[config.mk]
export PLATFORM = sky130hd
export DESIGN_NAME = cla_add_sched
export DESIGN_NICKNAME = d
export VERILOG_FILES = /design/src/rtl/cla_sched_pkg.sv /design/src/rtl/cla_add_sched_arb.sv /design/src/rtl/cla_add_sched.sv
export SDC_FILE = /design/constraint.sdc
export NUM_CORES = 1
export LEC_CHECK = 0
export ABC_AREA = 1
export CORE_MARGIN = 4
export CORE_UTILIZATION = 46
export DETAILED_ROUTE_END_ITERATION = 8
export GPL_ROUTABILITY_DRIVEN = 0
export PLACE_DENSITY_LB_ADDON = 0.15
export SYNTH_ARGS = -nofsm -noshare
export SYNTH_HDL_FRONTEND = slang
export SYNTH_SLANG_ARGS = --single-unit
[constraint.sdc]
create_clock -name clk -period 2.23 [get_ports clk]
set_input_delay 0.5575 -clock clk [delete_from_list [all_inputs] [get_ports clk]]
set_output_delay 0.5575 -clock clk [all_outputs]
set_load 0.01 [all_outputs]
[src/rtl/cla_sched_pkg.sv]
// Shared types and constants for the nibble-serial CLA adder scheduler.
package cla_sched_pkg;
  localparam int NIBBLE_W = 4;
  localparam int ID_W     = 1;

  typedef enum logic [1:0] {
    ST_IDLE  = 2'd0,
    ST_ISSUE = 2'd1,
    ST_WAIT  = 2'd2,
    ST_DONE  = 2'd3
  } state_e;
endpackage

[src/rtl/cla_add_sched_arb.sv]
// Two-way round-robin arbiter: a lone requester always wins, a tie goes to the
// pointer, and the pointer moves past whichever requester was accepted.
module rr_arb2 (
  input  logic       clk,
  input  logic       rst_n,
  input  logic [1:0] valid_i,
  input  logic       accept_i,
  output logic [1:0] grant_o
);
  logic ptr_q;
  logic ptr_d;

  // Grant decode and pointer next-state
  always_comb begin
    grant_o = 2'b00;
    ptr_d   = ptr_q;
    case (valid_i)
      2'b01:   grant_o = 2'b01;
      2'b10:   grant_o = 2'b10;
      2'b11:   grant_o = ptr_q ? 2'b10 : 2'b01;
      default: grant_o = 2'b00;
    endcase
    if (accept_i) begin
      ptr_d = ~grant_o[1];
    end else begin
      ptr_d = ptr_q;
    end
  end

  // Priority pointer register
  always_ff @(posedge clk or negedge rst_n) begin
    if (!rst_n) begin
      ptr_q <= 1'b0;
    end else begin
      ptr_q <= ptr_d;
    end
  end
endmodule

[src/rtl/cla_add_sched.sv]
// Shares one registered 4-bit adder between two requesters, sequencing a wide
// add one nibble per ISSUE/WAIT pair and returning the sum over a handshake.
module cla_add_sched
  import cla_sched_pkg::*;
#(
  parameter int NIBBLES = 4
) (
  input  logic                    clk,
  input  logic                    rst_n,
  input  logic                    req0_valid,
  output logic                    req0_ready,
  input  logic [NIBBLE_W*NIBBLES-1:0] req0_a,
  input  logic [NIBBLE_W*NIBBLES-1:0] req0_b,
  input  logic                    req0_cin,
  input  logic                    req1_valid,
  output logic                    req1_ready,
  input  logic [NIBBLE_W*NIBBLES-1:0] req1_a,
  input  logic [NIBBLE_W*NIBBLES-1:0] req1_b,
  input  logic                    req1_cin,
  output logic                    resp_valid,
  input  logic                    resp_ready,
  output logic [ID_W-1:0]         resp_id,
  output logic [NIBBLE_W*NIBBLES-1:0] resp_sum,
  output logic                    resp_cout,
  output logic [NIBBLE_W-1:0]     add_x,
  output logic [NIBBLE_W-1:0]     add_y,
  output logic                    add_cin,
  input  logic [NIBBLE_W-1:0]     add_z,
  input  logic                    add_cout
);
  localparam int W  = NIBBLE_W * NIBBLES;
  localparam int KW = (NIBBLES > 1) ? $clog2(NIBBLES) : 1;
  localparam logic [KW-1:0] K_LAST = KW'(NIBBLES - 1);

  state_e          state_q, state_d;
  logic [W-1:0]    a_q, a_d, b_q, b_d, sum_q, sum_d;
  logic            carry_q, carry_d;
  logic [KW-1:0]   k_q, k_d;
  logic [ID_W-1:0] id_q, id_d;
  logic [1:0]      grant_s;
  logic            idle_s;
  logic            accept_s;

  assign idle_s     = (state_q == ST_IDLE);
  assign accept_s   = idle_s & (|grant_s);
  assign req0_ready = idle_s & grant_s[0];
  assign req1_ready = idle_s & grant_s[1];
  assign resp_valid = (state_q == ST_DONE);
  assign resp_sum   = sum_q;
  assign resp_cout  = carry_q;
  assign resp_id    = id_q;

  rr_arb2 u_arb (
    .clk      (clk),
    .rst_n    (rst_n),
    .valid_i  ({req1_valid, req0_valid}),
    .accept_i (accept_s),
    .grant_o  (grant_s)
  );

  // Sequencer next-state and adder drive
  always_comb begin
    state_d = state_q;
    a_d     = a_q;
    b_d     = b_q;
    sum_d   = sum_q;
    carry_d = carry_q;
    k_d     = k_q;
    id_d    = id_q;
    add_x   = {NIBBLE_W{1'b0}};
    add_y   = {NIBBLE_W{1'b0}};
    add_cin = 1'b0;
    case (state_q)
      ST_IDLE: begin
        if (accept_s) begin
          if (grant_s[1]) begin
            a_d     = req1_a;
            b_d     = req1_b;
            carry_d = req1_cin;
            id_d    = ID_W'(1);
          end else begin
            a_d     = req0_a;
            b_d     = req0_b;
            carry_d = req0_cin;
            id_d    = ID_W'(0);
          end
          k_d     = {KW{1'b0}};
          state_d = ST_ISSUE;
        end else begin
          state_d = ST_IDLE;
        end
      end
      ST_ISSUE: begin
        add_x   = a_q[NIBBLE_W*k_q +: NIBBLE_W];
        add_y   = b_q[NIBBLE_W*k_q +: NIBBLE_W];
        add_cin = carry_q;
        state_d = ST_WAIT;
      end
      ST_WAIT: begin
        // The adder registers its result, so it is valid one cycle after ISSUE.
        sum_d[NIBBLE_W*k_q +: NIBBLE_W] = add_z;
        carry_d = add_cout;
        if (k_q == K_LAST) begin
          state_d = ST_DONE;
        end else begin
          k_d     = k_q + KW'(1);
          state_d = ST_ISSUE;
        end
      end
      ST_DONE: begin
        if (resp_ready) begin
          state_d = ST_IDLE;
        end else begin
          state_d = ST_DONE;
        end
      end
      default: begin
        state_d = ST_IDLE;
      end
    endcase
  end

  // Sequencer state, operand, sum and carry registers
  always_ff @(posedge clk or negedge rst_n) begin
    if (!rst_n) begin
      state_q <= ST_IDLE;
      a_q     <= {W{1'b0}};
      b_q     <= {W{1'b0}};
      sum_q   <= {W{1'b0}};
      carry_q <= 1'b0;
      k_q     <= {KW{1'b0}};
      id_q    <= {ID_W{1'b0}};
    end else begin
      state_q <= state_d;
      a_q     <= a_d;
      b_q     <= b_d;
      sum_q   <= sum_d;
      carry_q <= carry_d;
      k_q     <= k_d;
      id_q    <= id_d;
    end
  end
endmodule

==> impl_metrics.yaml <==
grt:
  overflow: 0
  antenna_found_initial: 0
  grt_pass1_wl_mm: 13.2
  grt_max_degree: 33
  grt_pass1_vias: 2967
  grt_use_total_pct: 21.0
floorplanning:
  die_width_um: 89.4
  fp.coreArea_um2: 6390
  die_h_um: 89.4
  io-pin-count: 106
  start_util_pct: 47.7
  dieArea_um2: 7990
  row_count: 29
sta:
  worst_slack_ns: 0.0873
  fmax_ghz: 0.467
  maxSlewHeadroom_pct: 57.3
  period_share_pct: 96.1
  setup_violations: 0
  fin_skew_ns: 0.00938
  worstMarginPinSlew_ns: 0.640
  rsz0062_at_grt: "no"
  min_period_ns: 2.14
  drv_slew: 0
  hold_violations: 0
  fin_setup_tns_ns: 0
  whs_ns: 0.257
synth:
  synth_cell_types: 25
  ys_dominant_reg_cell: "dfrtp_1"
  synth_edf_count: 0
  synth.yosys.seq_area_share_pct: 45.2
  synth_area_um2: 3050
  synth_area_per_cell_um2: 7.26
  synthCells: 420
  synth_top_area_share_pct: 45.2
  yosys_warnings: 0
  synthTopCellsByCount: "144 x nand2_1, 55 x dfrtp_1, 50 x nand3_1"
  synth_area_leader_cell: "dfrtp_1"
  syn-num-nets: 501
  async_flop_share_pct: 100
  synth-seq-cells: 55
  yosys-top-cells-area: "dfrtp_1 45%, nand2_1 18%, nand3_1 8.2%, o21ai_0 5.6%, inv_1 5.4%"
  synthMostInstantiatedCell: "nand2_1"
detailed_routing:
  drt_iter0_drc: 155
  avgRoutedWirePerCell_um: 13.4
  drtPass1Iterations: 5
  vias: 3051
  drt_wl_total_mm: 8.16
  drc: 0
  vias_per_cell: 4.99
  ant_nets: 0
worst_setup_path:
  worstRegToRegCells: 7
  worstPathCellList: "buf_4 > nor2_1 > nor2_1 > o21ai_0 > a21oi_1 > clkdlybuf4s15_1"
  cp.buffers_inverters: 2
  critPathTopFamily: "buffers and inverters"
  cpPeakStageDelay_ns: 0.43
  reg2reg_from: "k_q[0]$_DFFE_PN0P_"
  crit_type: "flop to output port"
  reg2reg_to: "resp_sum[0]$_DFFE_PN0P_"
  crit_path_max_fanout: 8
  crit_top_cell: "nor2_1"
  worstSetupStartpointType: "flop"
  worstPathRequired_ns: 1.67
  r2r_slack_ns: 0.29
  crit_arrival_ns: 1.59
  end_kind: "output port"
  cpMaxStageDelayCell: "dfrtp_2"
clock_tree:
  h-tree-depth: 2
  cts_tree: "built"
  cts_buffers: 5
  clkLatencyLatePin_ns: 0.31
  cts_sinks: 55
  cts_buffer_depth: 2
  clockRootBuffer: "clkbuf_8"
  path_clk_slew_ns: 0.10
final_layout:
  post-route-util_pct: 67.2
  drive_gt1_share_pct: 10.1
  diodes: 0
  stdcell_area_um2: 4290
  nNetsFinal: 614
  area_growth_pct: 40.9
job:
  max_cap_violations: 0
place:
  dpl_cell_area_um2: 4180
  dpl.hpwl_mm: 6.20
  io_buffers: 105
  place_ws_ns: -0.254
worst_hold_path:
  hp-class: "input pin to async pin"
power_and_ir_drop:
  p_leak_nw: 2.12
  vdd.ir_drop.worst_v: 0.000607
  pwr_density_cell_nw_per_um2: 1150
status:
  status: "finished clean"
[worst reg2reg max path, cell delays in order (launching register included)]
cell and delay, ns:
dfrtp_2 0.43, clkinvlp_4 0.14, buf_4 0.17, buf_4 0.16
ha_1 0.38, nor3_1 0.39, nand3_1 0.13, nand2_1 0.09
[metal layers]
metal / wire [um] / share of wire [%] / up-vias / GRT usage [%]
met5: 0 / 0 / - / 0
met4: 164 / 2.0 / 0 / 6.50
met3: 591 / 7.2 / 14 / 4.33
met2: 4140 / 51 / 100 / 36.7
met1: 3270 / 40 / 1399 / 26.1
li1: - / - / 1538 / -
[cells by family (layout without fill, tap and decap cells)]
logic type,count (synthesis),count (layout),share of synthesized area [%]
buffers and inverters,64,178,10.0
adder cells (fa/ha/maj),5,5,2.05
flip-flops,55,55,45.2
AND/OR/NAND/NOR,252,252,35.4
AO/OA/AOI/OAI,44,44,7.35
[flip-flops by register name (all words and copies together), names as in the netlist]
register     count
a_q             16
b_q             16
k_q              2
resp_cout        1
resp_id          1
resp_sum        16
state_q          2
u_arb.ptr_q      1
[layout make-up]
cell class                      count  area (um^2)
Fill cell                         578         2090
Sequential cell                    55         1380
Multi-Input combinational cell    301         1380
Timing Repair Buffer              121         1170
Inverter                           49          189
Tap cell                           77         96.3
Clock buffer                        6         72.6
Clock inverter                      2         12.5
[per-stage QoR]
step / total power (W) / cells
2_1_floorplan: 0.00331 / 420
3_3_place_gp: 0.00425 / 598
3_5_place_dp: 0.00431 / 598
4_1_cts: 0.00492 / 610
5_1_grt: 0.00535 / 611
6_report: 0.00493 / 611
[how the worst max path moves through the flow]
stage | from | end | slack, ns | cells past startpoint
after global routing | k_q[0]$_DFFE_PN0P_ | add_y[2] | 0.02 | 6
after detailed placement | req0_valid | req1_ready | -0.25 | 5
final | k_q[0]$_DFFE_PN0P_ | add_y[2] | 0.09 | 6
after floorplan | k_q[1]$_DFFE_PN0P_ | add_x[0] | 0.54 | 5
after global placement | req0_valid | req0_ready | -0.23 | 4
after CTS | k_q[0]$_DFFE_PN0P_ | add_x[3] | 0.007 | 6
[layout by cell type, fill, tap and decap left out, types with 2 or more instances in the layout]
cell type,n
dlygate4sd2_1,3
nand4_1,4
nand2_1,143
nor2_2,5
nand2_4,2
buf_12,3
o21ai_2,2
buf_2,4
nor2_1,39
nand3_1,50
clkinvlp_4,2
nand2_2,4
buf_4,11
o21ai_0,31
clkbuf_2,5
inv_2,4
dfrtp_1,54
o21ai_1,2
clkdlybuf4s50_1,92
clkinv_2,2
a21oi_1,9
ha_1,5
clkbuf_8,5
inv_1,42
[power breakdown]
group	total [W]	switching (W)	internal, W
combinational	0.00267	0.00154	0.00113
clock	0.000549	0.000329	0.000221
sequential	0.00171	0.000269	0.00144
[timing repair]
| item | 4_1_cts | 5_1_grt |
|---|---|---|
| endpoints found under the setup margin | 11 | 10 |
| gates resized for setup | 23 | 18 |
| buffers inserted | 4 | 0 |
| gates cloned | 0 | 1 |
| pin swaps | 0 | 3 |
| hold buffers | 0 | 0 |
Power figures use the tool's default switching activity.
